## src/rtl/program_loader_pkg.sv

```systemverilog
// program_loader_pkg
//   Shared constants and types for the program loader and its byte assembler.
//   - LOADER_PC_BITS / LOADER_INSTRUCTION_BITS: default address and word widths.
//   - HALT_INSTRUCTION: the halt encoding. It is the default end-of-program marker.
//   - loader_state_t: loader FSM state encodings.
package program_loader_pkg;

  localparam int LOADER_PC_BITS          = 10;
  localparam int LOADER_INSTRUCTION_BITS = 32;

  localparam logic [31:0] HALT_INSTRUCTION = 32'hFFFF_FFFF;

  typedef enum logic [2:0] {
    LOADER_IDLE  = 3'd0,
    LOADER_LOAD  = 3'd1,
    LOADER_WRITE = 3'd2,
    LOADER_RUN   = 3'd3,
    LOADER_CHECK = 3'd4
  } loader_state_t;

endpackage

```

## src/rtl/program_loader_if.sv

```systemverilog
// program_loader_if
//   Instruction-memory write bus between the program loader and the fetch stage.
//   - write_inst_mem : one-cycle write strobe
//   - inst_mem_addr  : write address (PC_BITS wide)
//   - inst_mem_data  : write data (INSTRUCTION_BITS wide)
//   Modports:
//   - master : the loader, which drives the bus
//   - slave  : the fetch stage, which receives it
interface program_loader_if
  import program_loader_pkg::*;
#(
  parameter int PC_BITS          = LOADER_PC_BITS,
  parameter int INSTRUCTION_BITS = LOADER_INSTRUCTION_BITS
) ();

  logic                        write_inst_mem;
  logic [PC_BITS-1:0]          inst_mem_addr;
  logic [INSTRUCTION_BITS-1:0] inst_mem_data;

  modport master (
    output write_inst_mem,
    output inst_mem_addr,
    output inst_mem_data
  );

  modport slave (
    input write_inst_mem,
    input inst_mem_addr,
    input inst_mem_data
  );

endinterface

```

## src/rtl/program_loader_byte_assembler.sv

```systemverilog
// program_loader_byte_assembler
//   Assembles a big-endian word from a byte stream. The first byte of a word
//   ends up in the most significant byte. It can be reused for data-memory loading.
//   Ports:
//   - clk, rst (async, active low)
//   - clear      : synchronous. Drops any partial word and zeroes the counter.
//   - in_valid   : byte strobe
//   - in_data    : the byte
//   - word       : the word including the byte currently presented. It is
//                  complete whenever word_ready is high.
//   - word_ready : high in the same cycle as the last byte of a word, so the
//                  consumer can register the word at that edge.
//   WORD_BITS must be a multiple of 8 and at least 16.
module program_loader_byte_assembler #(
  parameter int WORD_BITS = 32
) (
  input  logic                 clk,
  input  logic                 rst,
  input  logic                 clear,
  input  logic                 in_valid,
  input  logic [7:0]           in_data,
  output logic [WORD_BITS-1:0] word,
  output logic                 word_ready
);

  localparam int BYTES = WORD_BITS / 8;
  localparam int CNT_W = $clog2(BYTES);

  logic [WORD_BITS-1:0] shift_q;
  logic [CNT_W-1:0]     cnt_q;

  assign word       = {shift_q[WORD_BITS-9:0], in_data};
  assign word_ready = in_valid && (cnt_q == CNT_W'(BYTES - 1));

  always_ff @(posedge clk or negedge rst) begin
    if (!rst) begin
      shift_q <= '0;
      cnt_q   <= '0;
    end else if (clear) begin
      shift_q <= '0;
      cnt_q   <= '0;
    end else if (in_valid) begin
      shift_q <= word;
      cnt_q   <= word_ready ? '0 : cnt_q + 1'b1;
    end
  end

endmodule

```

## src/rtl/program_loader.sv

```systemverilog
// program_loader
//   Loads a program from a UART byte stream into instruction memory, starting
//   at address 0. The pipeline is held disabled while the program loads. It is
//   released once the END_WORD marker has been written, or once memory is full.
//   Ports:
//   - clk, rst (async, active low)
//   - i_rx_data / i_rx_valid : received byte and its one-cycle strobe
//   - i_restart              : synchronous pulse. Reloads from address 0.
//   - imem (master)          : instruction-memory write bus (strobe/addr/data)
//   - o_enable               : pipeline/PC enable. High only in RUN.
//   - o_loading              : high in LOAD and WRITE
//   - o_overflow             : sticky. Memory filled before END_WORD arrived.
//   - o_word_count           : non-end words written since load start
//   - o_checksum_err         : sticky checksum mismatch (checksum build only)
//   Build option: define PROGRAM_LOADER_CHECKSUM_EN to require a trailing
//   XOR checksum byte after END_WORD before the pipeline is released.
module program_loader
  import program_loader_pkg::*;
#(
  parameter int                          PC_BITS          = LOADER_PC_BITS,
  parameter int                          INSTRUCTION_BITS = LOADER_INSTRUCTION_BITS,
  parameter logic [INSTRUCTION_BITS-1:0] END_WORD         = INSTRUCTION_BITS'(HALT_INSTRUCTION)
) (
  input  logic               clk,
  input  logic               rst,
  input  logic [7:0]         i_rx_data,
  input  logic               i_rx_valid,
  input  logic               i_restart,
  program_loader_if.master   imem,
  output logic               o_enable,
  output logic               o_loading,
  output logic               o_overflow,
  output logic [PC_BITS-1:0] o_word_count
`ifdef PROGRAM_LOADER_CHECKSUM_EN
  ,
  output logic               o_checksum_err
`endif
);

  localparam logic [PC_BITS-1:0] ADDR_MAX = '1;

  loader_state_t               state_q;
  logic [PC_BITS-1:0]          addr_q;
  logic [INSTRUCTION_BITS-1:0] asm_word;
  logic                        asm_ready;
  logic                        asm_valid;
  logic                        asm_clear;
  logic                        is_end;

  // The registered write data still holds the word being written during WRITE.
  assign is_end = (imem.inst_mem_data == END_WORD);

  // A byte that arrives during WRITE starts the next word. After END_WORD,
  // that byte is not program data: it is either the checksum or ignored.
  assign asm_valid = i_rx_valid && !i_restart &&
                     ((state_q == LOADER_LOAD) || ((state_q == LOADER_WRITE) && !is_end));
  assign asm_clear = i_restart || (state_q == LOADER_IDLE);

  // The address only advances past non-end words and stops at the top of
  // memory. So it doubles as the word count, saturating at 2^PC_BITS-1.
  assign o_word_count = addr_q;

  program_loader_byte_assembler #(
    .WORD_BITS (INSTRUCTION_BITS)
  ) u_asm (
    .clk        (clk),
    .rst        (rst),
    .clear      (asm_clear),
    .in_valid   (asm_valid),
    .in_data    (i_rx_data),
    .word       (asm_word),
    .word_ready (asm_ready)
  );

`ifdef PROGRAM_LOADER_CHECKSUM_EN
  logic [7:0] csum_q;
  logic       csum_ok;
  assign csum_ok = (i_rx_data == csum_q);
`endif

  always_ff @(posedge clk or negedge rst) begin
    if (!rst) begin
      state_q             <= LOADER_IDLE;
      addr_q              <= '0;
      imem.write_inst_mem <= 1'b0;
      imem.inst_mem_addr  <= '0;
      imem.inst_mem_data  <= '0;
      o_enable            <= 1'b0;
      o_loading           <= 1'b0;
      o_overflow          <= 1'b0;
`ifdef PROGRAM_LOADER_CHECKSUM_EN
      csum_q              <= '0;
      o_checksum_err      <= 1'b0;
`endif
    end else if (i_restart) begin
      state_q             <= LOADER_LOAD;
      addr_q              <= '0;
      imem.write_inst_mem <= 1'b0;
      o_enable            <= 1'b0;
      o_loading           <= 1'b1;
      o_overflow          <= 1'b0;
`ifdef PROGRAM_LOADER_CHECKSUM_EN
      csum_q              <= '0;
      o_checksum_err      <= 1'b0;
`endif
    end else begin
      imem.write_inst_mem <= 1'b0;
`ifdef PROGRAM_LOADER_CHECKSUM_EN
      if (asm_valid) csum_q <= csum_q ^ i_rx_data;
`endif
      case (state_q)
        LOADER_IDLE: begin
          state_q   <= LOADER_LOAD;
          addr_q    <= '0;
          o_enable  <= 1'b0;
          o_loading <= 1'b1;
`ifdef PROGRAM_LOADER_CHECKSUM_EN
          csum_q    <= '0;
`endif
        end
        LOADER_LOAD: begin
          if (asm_ready) begin
            state_q             <= LOADER_WRITE;
            imem.write_inst_mem <= 1'b1;
            imem.inst_mem_addr  <= addr_q;
            imem.inst_mem_data  <= asm_word;
          end
        end
        LOADER_WRITE: begin
          if (is_end) begin
            o_loading <= 1'b0;
`ifdef PROGRAM_LOADER_CHECKSUM_EN
            // The checksum byte may arrive back-to-back, in this very cycle.
            if (i_rx_valid) begin
              if (csum_ok) begin
                state_q  <= LOADER_RUN;
                o_enable <= 1'b1;
              end else begin
                state_q        <= LOADER_IDLE;
                o_checksum_err <= 1'b1;
              end
            end else begin
              state_q <= LOADER_CHECK;
            end
`else
            state_q  <= LOADER_RUN;
            o_enable <= 1'b1;
`endif
          end else if (addr_q == ADDR_MAX) begin
            state_q    <= LOADER_RUN;
            o_overflow <= 1'b1;
            o_enable   <= 1'b1;
            o_loading  <= 1'b0;
          end else begin
            state_q <= LOADER_LOAD;
            addr_q  <= addr_q + 1'b1;
          end
        end
`ifdef PROGRAM_LOADER_CHECKSUM_EN
        LOADER_CHECK: begin
          if (i_rx_valid) begin
            if (csum_ok) begin
              state_q  <= LOADER_RUN;
              o_enable <= 1'b1;
            end else begin
              state_q        <= LOADER_IDLE;
              o_checksum_err <= 1'b1;
            end
          end
        end
`endif
        LOADER_RUN: begin
          state_q <= LOADER_RUN;
        end
        default: begin
          state_q <= LOADER_IDLE;
        end
      endcase
    end
  end

endmodule
```

## src/flat_wrapper.sv

```systemverilog
// flat-port wrapper written by rule: the top's interface ports become plain ports
module program_loader_flat import program_loader_pkg::*;
#(
  parameter int                          PC_BITS          = LOADER_PC_BITS,
  parameter int                          INSTRUCTION_BITS = LOADER_INSTRUCTION_BITS,
  parameter logic [INSTRUCTION_BITS-1:0] END_WORD         = INSTRUCTION_BITS'(HALT_INSTRUCTION)
)
  (clk, rst, i_rx_data, i_rx_valid, i_restart, o_enable, o_loading, o_overflow, o_word_count, imem_write_inst_mem, imem_inst_mem_addr, imem_inst_mem_data);
  program_loader_if #(.PC_BITS(PC_BITS), .INSTRUCTION_BITS(INSTRUCTION_BITS)) imem_i ();
  input  logic clk;
  input  logic rst;
  input  logic [7:0] i_rx_data;
  input  logic i_rx_valid;
  input  logic i_restart;
  output logic o_enable;
  output logic o_loading;
  output logic o_overflow;
  output logic [PC_BITS-1:0] o_word_count;
  output wire logic [$bits(imem_i.write_inst_mem)-1:0] imem_write_inst_mem;
  output wire logic [$bits(imem_i.inst_mem_addr)-1:0] imem_inst_mem_addr;
  output wire logic [$bits(imem_i.inst_mem_data)-1:0] imem_inst_mem_data;
  assign imem_write_inst_mem = imem_i.write_inst_mem;
  assign imem_inst_mem_addr = imem_i.inst_mem_addr;
  assign imem_inst_mem_data = imem_i.inst_mem_data;
  program_loader #(.PC_BITS(PC_BITS), .INSTRUCTION_BITS(INSTRUCTION_BITS), .END_WORD(END_WORD)) u_core (.clk(clk), .rst(rst), .i_rx_data(i_rx_data), .i_rx_valid(i_rx_valid), .i_restart(i_restart), .imem(imem_i), .o_enable(o_enable), .o_loading(o_loading), .o_overflow(o_overflow), .o_word_count(o_word_count));
endmodule
```

## config.mk

```make
export PLATFORM = sky130hd
export DESIGN_NAME = program_loader_flat
export DESIGN_NICKNAME = d
export VERILOG_FILES = /design/src/rtl/program_loader_pkg.sv /design/src/rtl/program_loader_if.sv /design/src/rtl/program_loader_byte_assembler.sv /design/src/rtl/program_loader.sv /design/src/flat_wrapper.sv
export SDC_FILE = /design/constraint.sdc
export NUM_CORES = 1
export LEC_CHECK = 0
export ABC_AREA = 1
export BUFFER_PORTS_ARGS = -buffer_cell sky130_fd_sc_hd__buf_4
export CORE_ASPECT_RATIO = 1.4
export CORE_MARGIN = 3
export CORE_UTILIZATION = 45
export CTS_BUF_LIST = sky130_fd_sc_hd__clkbuf_8
export DETAILED_ROUTE_END_ITERATION = 8
export GPL_ROUTABILITY_DRIVEN = 0
export GPL_TIMING_DRIVEN = 0
export PLACE_DENSITY_LB_ADDON = 0.12
export SLEW_MARGIN = 10
export SYNTH_ARGS = -nofsm -noshare
export SYNTH_HDL_FRONTEND = slang
export SYNTH_SLANG_ARGS = --single-unit
```

## constraint.sdc

```tcl
create_clock -name clk -period 2.04 [get_ports clk]
set_clock_uncertainty 0.1 [all_clocks]
set_input_delay 0.408 -clock clk [delete_from_list [all_inputs] [get_ports clk]]
set_output_delay 0.408 -clock clk [all_outputs]
set_load 0.05 [all_outputs]
```

==> results of run 1 <==
==> final timing paths <==
| check | end | cells past startpoint |
|---|---|---|
| max in group asynchronous | u_core.imem.inst_mem_data[20]$_DFFE_PN0P_ | 1 |
| worst min register to register | u_core.imem.inst_mem_data[26]$_DFFE_PN0P_ | 2 |
| worst min-delay path | u_core.o_word_count[2]$_DFFE_PN0P_ | 1 |
| min in group clk | u_core.imem.inst_mem_data[2]$_DFFE_PN0P_ | 3 |
| worst max-delay path | u_core.o_word_count[8]$_DFFE_PN0P_ | 9 |
| worst max register to register | u_core.o_word_count[8]$_DFFE_PN0P_ | 9 |
==> sequential cells by signal, summed over array words and instances (netlist names) <==
name	flops
u_core.imem.inst_mem_data	32
u_core.imem.write_inst_mem	1
u_core.o_enable	1
u_core.o_word_count	10
u_core.o_loading	1
u_core.u_asm.cnt_q	2
u_core.o_overflow	1
u_core.state_q	2
u_core.u_asm.shift_q	24
u_core.imem.inst_mem_addr	10
==> kinds of logic after synthesis <==
family,count (synthesis)
compound gates,21
flops,84
mux,1
fa+ha+maj,2
buf+inv,36
xor+xnor,3
simple gates,288
==> metal layers <==
metal	part of all wire (%)	up-vias	global-route usage, %	routed length, um
met5	0	-	0	0
met4	2.3	0	9.60	194
met2	51	75	33.7	4330
li1	-	1543	-	-
met3	4.8	14	3.61	408
met1	42	1470	23.5	3540
==> final cells by class <==
type,count,area [um^2],area share [%]
repair buffers,66,495,10.9
inverters,17,63.8,1.40
clock buffers,12,165,3.62
multi-input cells,315,1450,31.7
well taps,100,125,2.74
plain buffers,19,124,2.72
clock inverters,3,37.5,0.823
flip-flops and latches,84,2100,46.1
==> per-stage QoR <==
step,hold slack (ps),utilization (%)
3_3_place_gp,365,55.2
6_report,140,57.8
2_1_floorplan,12.4,-
5_1_grt,151,57.8
4_1_cts,136,57.8
3_5_place_dp,368,55.2
==> power by group through the flow <==
stage	combinational (mW)	clock, mW	sequential, mW
2_1_floorplan	0.123	0	1.98
3_3_place_gp	0.452	0	1.83
3_5_place_dp	0.456	0	1.83
4_1_cts	0.458	1.25	1.79
5_1_grt	0.491	1.31	1.81
6_report	0.451	1.22	1.79
==> synth_stat cells, types with 2 or more instances <==
library cell | count | area, um^2
buf_4 | 3 | 22.5
buf_2 | 9 | 45.0
nand2_2 | 5 | 31.3
nor2_1 | 18 | 67.6
o21ai_0 | 2 | 10.0
o21ai_1 | 12 | 60.1
nand2_1 | 190 | 713
inv_2 | 5 | 18.8
clkbuf_1 | 4 | 15.0
dfrtp_1 | 84 | 2100
nand3_2 | 2 | 20.0
nand3_1 | 55 | 275
nand4_1 | 5 | 31.3
buf_8 | 2 | 30.0
o21ai_2 | 4 | 35.0
inv_1 | 11 | 41.3
nor2_2 | 4 | 25.0
ha_1 | 2 | 25.0
xor2_1 | 3 | 26.3
nor3_1 | 3 | 15.0
==> worst max-delay path, cell delays in order, from the launching register on <==
cell and delay [ps]:
dfrtp_1 470, ha_1 250, nand3_2 130, nor2_4 170
nand4_4 120, nand3_2 110, nand2_2 80, buf_6 160
nand3_1 70, nand2_1 50
==> impl_metrics.ini, run 1 <==
[power]
p_int_mw = 2.52
clkPwrFrac_pct = 35.3
leakagePower_nw = 2.45
total_power_mw = 3.47
swShare_pct = 27.4
pwr-share-seq_pct = 51.7
combPwrFrac_pct = 13.0
powerDensity_mw_per_mm2 = 760
peakVddDrop_v = 0.000460
p_sw_uw = 950

[synthesis]
synth_fa_ha_area_share_pct = 0.670
synth_warnings = 0
synth-compound-area-share_pct = 3.32
yosysSeqAreaShare_pct = 56.3
synth_ff_type = dfrtp_1
synth_xor_area_share_pct = 0.703
syn_nets = 449
muxShareOfSynthArea_pct = 0.268
synth_cell_types = 32
synth-seq-cells = 84
syn_inst = 435
synth_edf_count = 0
syn_area_mm2 = 0.00374
synth-simple-area-share_pct = 33.8
synth_top_family_by_area = simple AND/OR/NAND/NOR gates
synth-async-reset-ratio_pct = 100
synth_area_per_cell_um2 = 8.59

[layout]
fillers = 792
final_cells = 616
nets = 526
final_common_cell = nand2_1
finalInstanceArea_mm2 = 0.00456
area_delta_synth_final_pct = 22.0
most-common-layout-cells = nand2_1, dfrtp_1, buf_4
drive_gt1_share_pct = 23.1
diodes = 0

[setup_path]
crit_path_start_kind = flop
path_max_fanout = 10
cp-end-kind = flop
crit_start = u_core.o_word_count[0]$_DFFE_PN0P_
required_ps = 2190
crit_type = reg2reg
r2r_slack_ps = 210
critPathArrivalTime_ps = 1980
regToRegStartpoint = u_core.o_word_count[0]$_DFFE_PN0P_

[cts]
cts_root_buffer = clkbuf_8
hold_buffers = 0
path_clk_slew_ps = 80
clock_latency_ps = 360
cts_tree = yes
post_cts_buffers = 0
post_cts_resized = 0
h-tree-depth = 3
clock-sinks = 84
cts_inserted_buffers = 9
cts_buffer_depth = 2

[global_route]
grt_pass1_vias = 3135
grt_max_degree = 85
grtUsageTotal_pct = 19.5
grt_antenna_before_repair = 0
overflow = 0
grt_pass1_wl_mm = 14.8

[die]
die_y_um = 114
pin_count = 68
rows = 38
dieArea_mm2 = 0.00945
coreArea_mm2 = 0.00789
start_util_pct = 47.3
die_w_um = 83.0

[run_status]
status = completed

[place]
dp_cells = 601
numPortBuffers = 66
dpl.hpwl_mm = 6.06
place_ws_ps = 244
dpl-instance-area_mm2 = 0.00436

[timing]
setup_viol = 0
slew_violations = 0
tns_ps = 0
worst_pin_slew_ps = 1030
period_share_pct = 89.8
max_freq_mhz = 546
rsz0062_at_grt = no
final.setup.worst_slack_ps = 209
hold_viol_final = 0
slew_headroom_pct = 31.4
fin_crit_ps = 1830

[detailed_routing]
ant_nets = 0
vias = 3102
drt_iter0_drc = 188
wl_per_cell_um = 13.7
drc = 0
wl_mm = 8.47
drt_first_pass_iters = 4
vias_per_cell = 5.04

[hold_path]
hp-class = in2async

[flow_run]
drv_cap = 0
Note: power is estimated with default switching activity, not from simulation.
==> run 2: changes to the inputs <==
--- a/config.mk
+++ b/config.mk
@@ -10,11 +10,10 @@
 export CORE_ASPECT_RATIO = 1.4
 export CORE_MARGIN = 3
 export CORE_UTILIZATION = 45
-export CTS_BUF_LIST = sky130_fd_sc_hd__clkbuf_8
 export DETAILED_ROUTE_END_ITERATION = 8
 export GPL_ROUTABILITY_DRIVEN = 0
 export GPL_TIMING_DRIVEN = 0
-export PLACE_DENSITY_LB_ADDON = 0.12
+export PLACE_DENSITY = 0.69
 export SLEW_MARGIN = 10
 export SYNTH_ARGS = -nofsm -noshare
 export SYNTH_HDL_FRONTEND = slang
==> run 2 against run 1 <==
  * Power increased by 6.0%
  * Final area increased by 1.0%
  * Critical endpoint is now u_core.o_word_count[5]$_DFFE_PN0P_
  * Register-to-register slack about the same
  * Sequential power about the same
  * Sequential share of layout area decreased by 0.46 points
  * Critical path depth unchanged
  * Setup slack improved by 7.0 ps
  * Final cell count increased by 0.16%
  * Flip-flop and latch count unchanged
  * Clock-buffer cell count decreased by 1
  * Clock power increased by 17%
  * Via count increased by 0.45%
==> impl_metrics.ini, run 2 (synthesis results as in run 1) <==
[cts]
h-tree-depth = 3
cts_buffer_depth = 2
cts_root_buffer = clkbuf_8
path_clk_slew_ps = 80
hold_buffers = 0
post_cts_buffers = 0
cts_inserted_buffers = 9
post_cts_resized = 0
clock-sinks = 84
clock_latency_ps = 350
cts_tree = yes

[timing]
max_freq_mhz = 548
hold_slack_ps = 105
fin_crit_ps = 1820
setup_viol = 0
final.setup.worst_slack_ps = 216
worst_pin_slew_ps = 1060
hold_viol_final = 0
period_share_pct = 89.4
slew_violations = 0
slew_headroom_pct = 29.3
tns_ps = 0
rsz0062_at_grt = no

[layout]
top_register = u_core.imem.inst_mem_data
final_cells = 617
drive_gt1_share_pct = 23.4
most-common-layout-cells = nand2_1, dfrtp_1, buf_4
fillers = 782
area_delta_synth_final_pct = 23.3
finalCoreUtilization_pct = 58.4
largest_reg_flops = 32
nets = 526
diodes = 0
largest_registers = u_core.imem.inst_mem_data: 32 flops, u_core.u_asm.shift_q: 24 flops
final_common_cell = nand2_1

[place]
numPortBuffers = 66
place_ws_ps = 214
dp_cells = 601
dpl.hpwl_mm = 6.18

[setup_path]
crit_buf_inv = 1
max_stage_delay_ps = 500
required_ps = 2190
crit_top_cell = nand3_2
path_max_fanout = 10
slowest_stage = dfrtp_1
crit_start = u_core.o_word_count[1]$_DFFE_PN0P_
path_cells = ha_1, nand3_2, nor2_4, nand4_4, nand3_2, nand2_2, buf_6, nand2_1, o21ai_2
critPathArrivalTime_ps = 1970
crit_family = simple AND/OR/NAND/NOR gates
crit_path_start_kind = flop
crit_type = reg2reg
cp-end-kind = flop
regToRegStartpoint = u_core.o_word_count[1]$_DFFE_PN0P_

[die]
coreArea_mm2 = 0.00789
rows = 38
pin_count = 68
die_w_um = 83.0
start_util_pct = 47.3
die_y_um = 114
dieArea_mm2 = 0.00945

[detailed_routing]
vias_per_cell = 5.05
vias = 3116
drt_first_pass_iters = 4
wl_per_cell_um = 13.7
drt_iter0_drc = 163
ant_nets = 0
wl_mm = 8.44
drc = 0

[power]
leakagePower_nw = 2.46
powerDensity_mw_per_mm2 = 798
peakVddDrop_v = 0.000606

[global_route]
grt_pass1_wl_mm = 14.5
grt_antenna_before_repair = 0
grtUsageTotal_pct = 19.0
overflow = 0
grt_pass1_vias = 3009
grt_max_degree = 85

[flow_run]
drv_cap = 0

[run_status]
status = completed

[hold_path]
hp-class = in2async
[run 2: cell type report]
| class | count | area [um^2] | area share, % |
|---|---|---|---|
| plain buffers | 19 | 124 | 2.69 |
| clock buffers | 11 | 141 | 3.07 |
| clock inverters | 5 | 108 | 2.34 |
| inverters | 17 | 63.8 | 1.39 |
| multi-input cells | 315 | 1450 | 31.4 |
| flip-flops and latches | 84 | 2100 | 45.6 |
| well taps | 100 | 125 | 2.72 |
| repair buffers | 66 | 495 | 10.8 |
[run 2: final timing paths]
check,end,slack [ps],cells past startpoint
max,u_core.o_word_count[5]$_DFFE_PN0P_,220,9
min,u_core.imem.inst_mem_addr[6]$_DFFE_PN0P_,110,1
max reg2reg,u_core.o_word_count[5]$_DFFE_PN0P_,220,9
min reg2reg,u_core.imem.inst_mem_data[26]$_DFFE_PN0P_,380,2
max in group asynchronous,u_core.imem.inst_mem_data[3]$_DFFE_PN0P_,1000,1
min in group clk,u_core.imem.inst_mem_data[1]$_DFFE_PN0P_,170,3
[run 2: report_power, final]
group          switching, mW  internal, mW  total (mW)  leakage [nW]
Clock                  0.576         0.854        1.43         0.124
Combinational          0.322         0.131       0.452          1.19
Sequential            0.0588          1.73        1.79          1.15
Total                  0.956          2.72        3.68          2.46
[run 2: routing by layer]
layer / vias to the layer above / part of all wire (%) / GRT usage (%)
met4: 0 / 1.9 / 6.87
met1: 1491 / 42 / 23.6
met5: - / 0 / 0
met3: 14 / 4.4 / 3.90
li1: 1546 / - / -
met2: 65 / 52 / 32.8
[run 2: stage by stage]
stage          instance area, um^2  total power, mW
6_report                      4610             3.68
5_1_grt                       4610             3.84
4_1_cts                       4610             3.71
3_5_place_dp                  4360             2.28
3_3_place_gp                  4360             2.28
2_1_floorplan                 3740             2.11
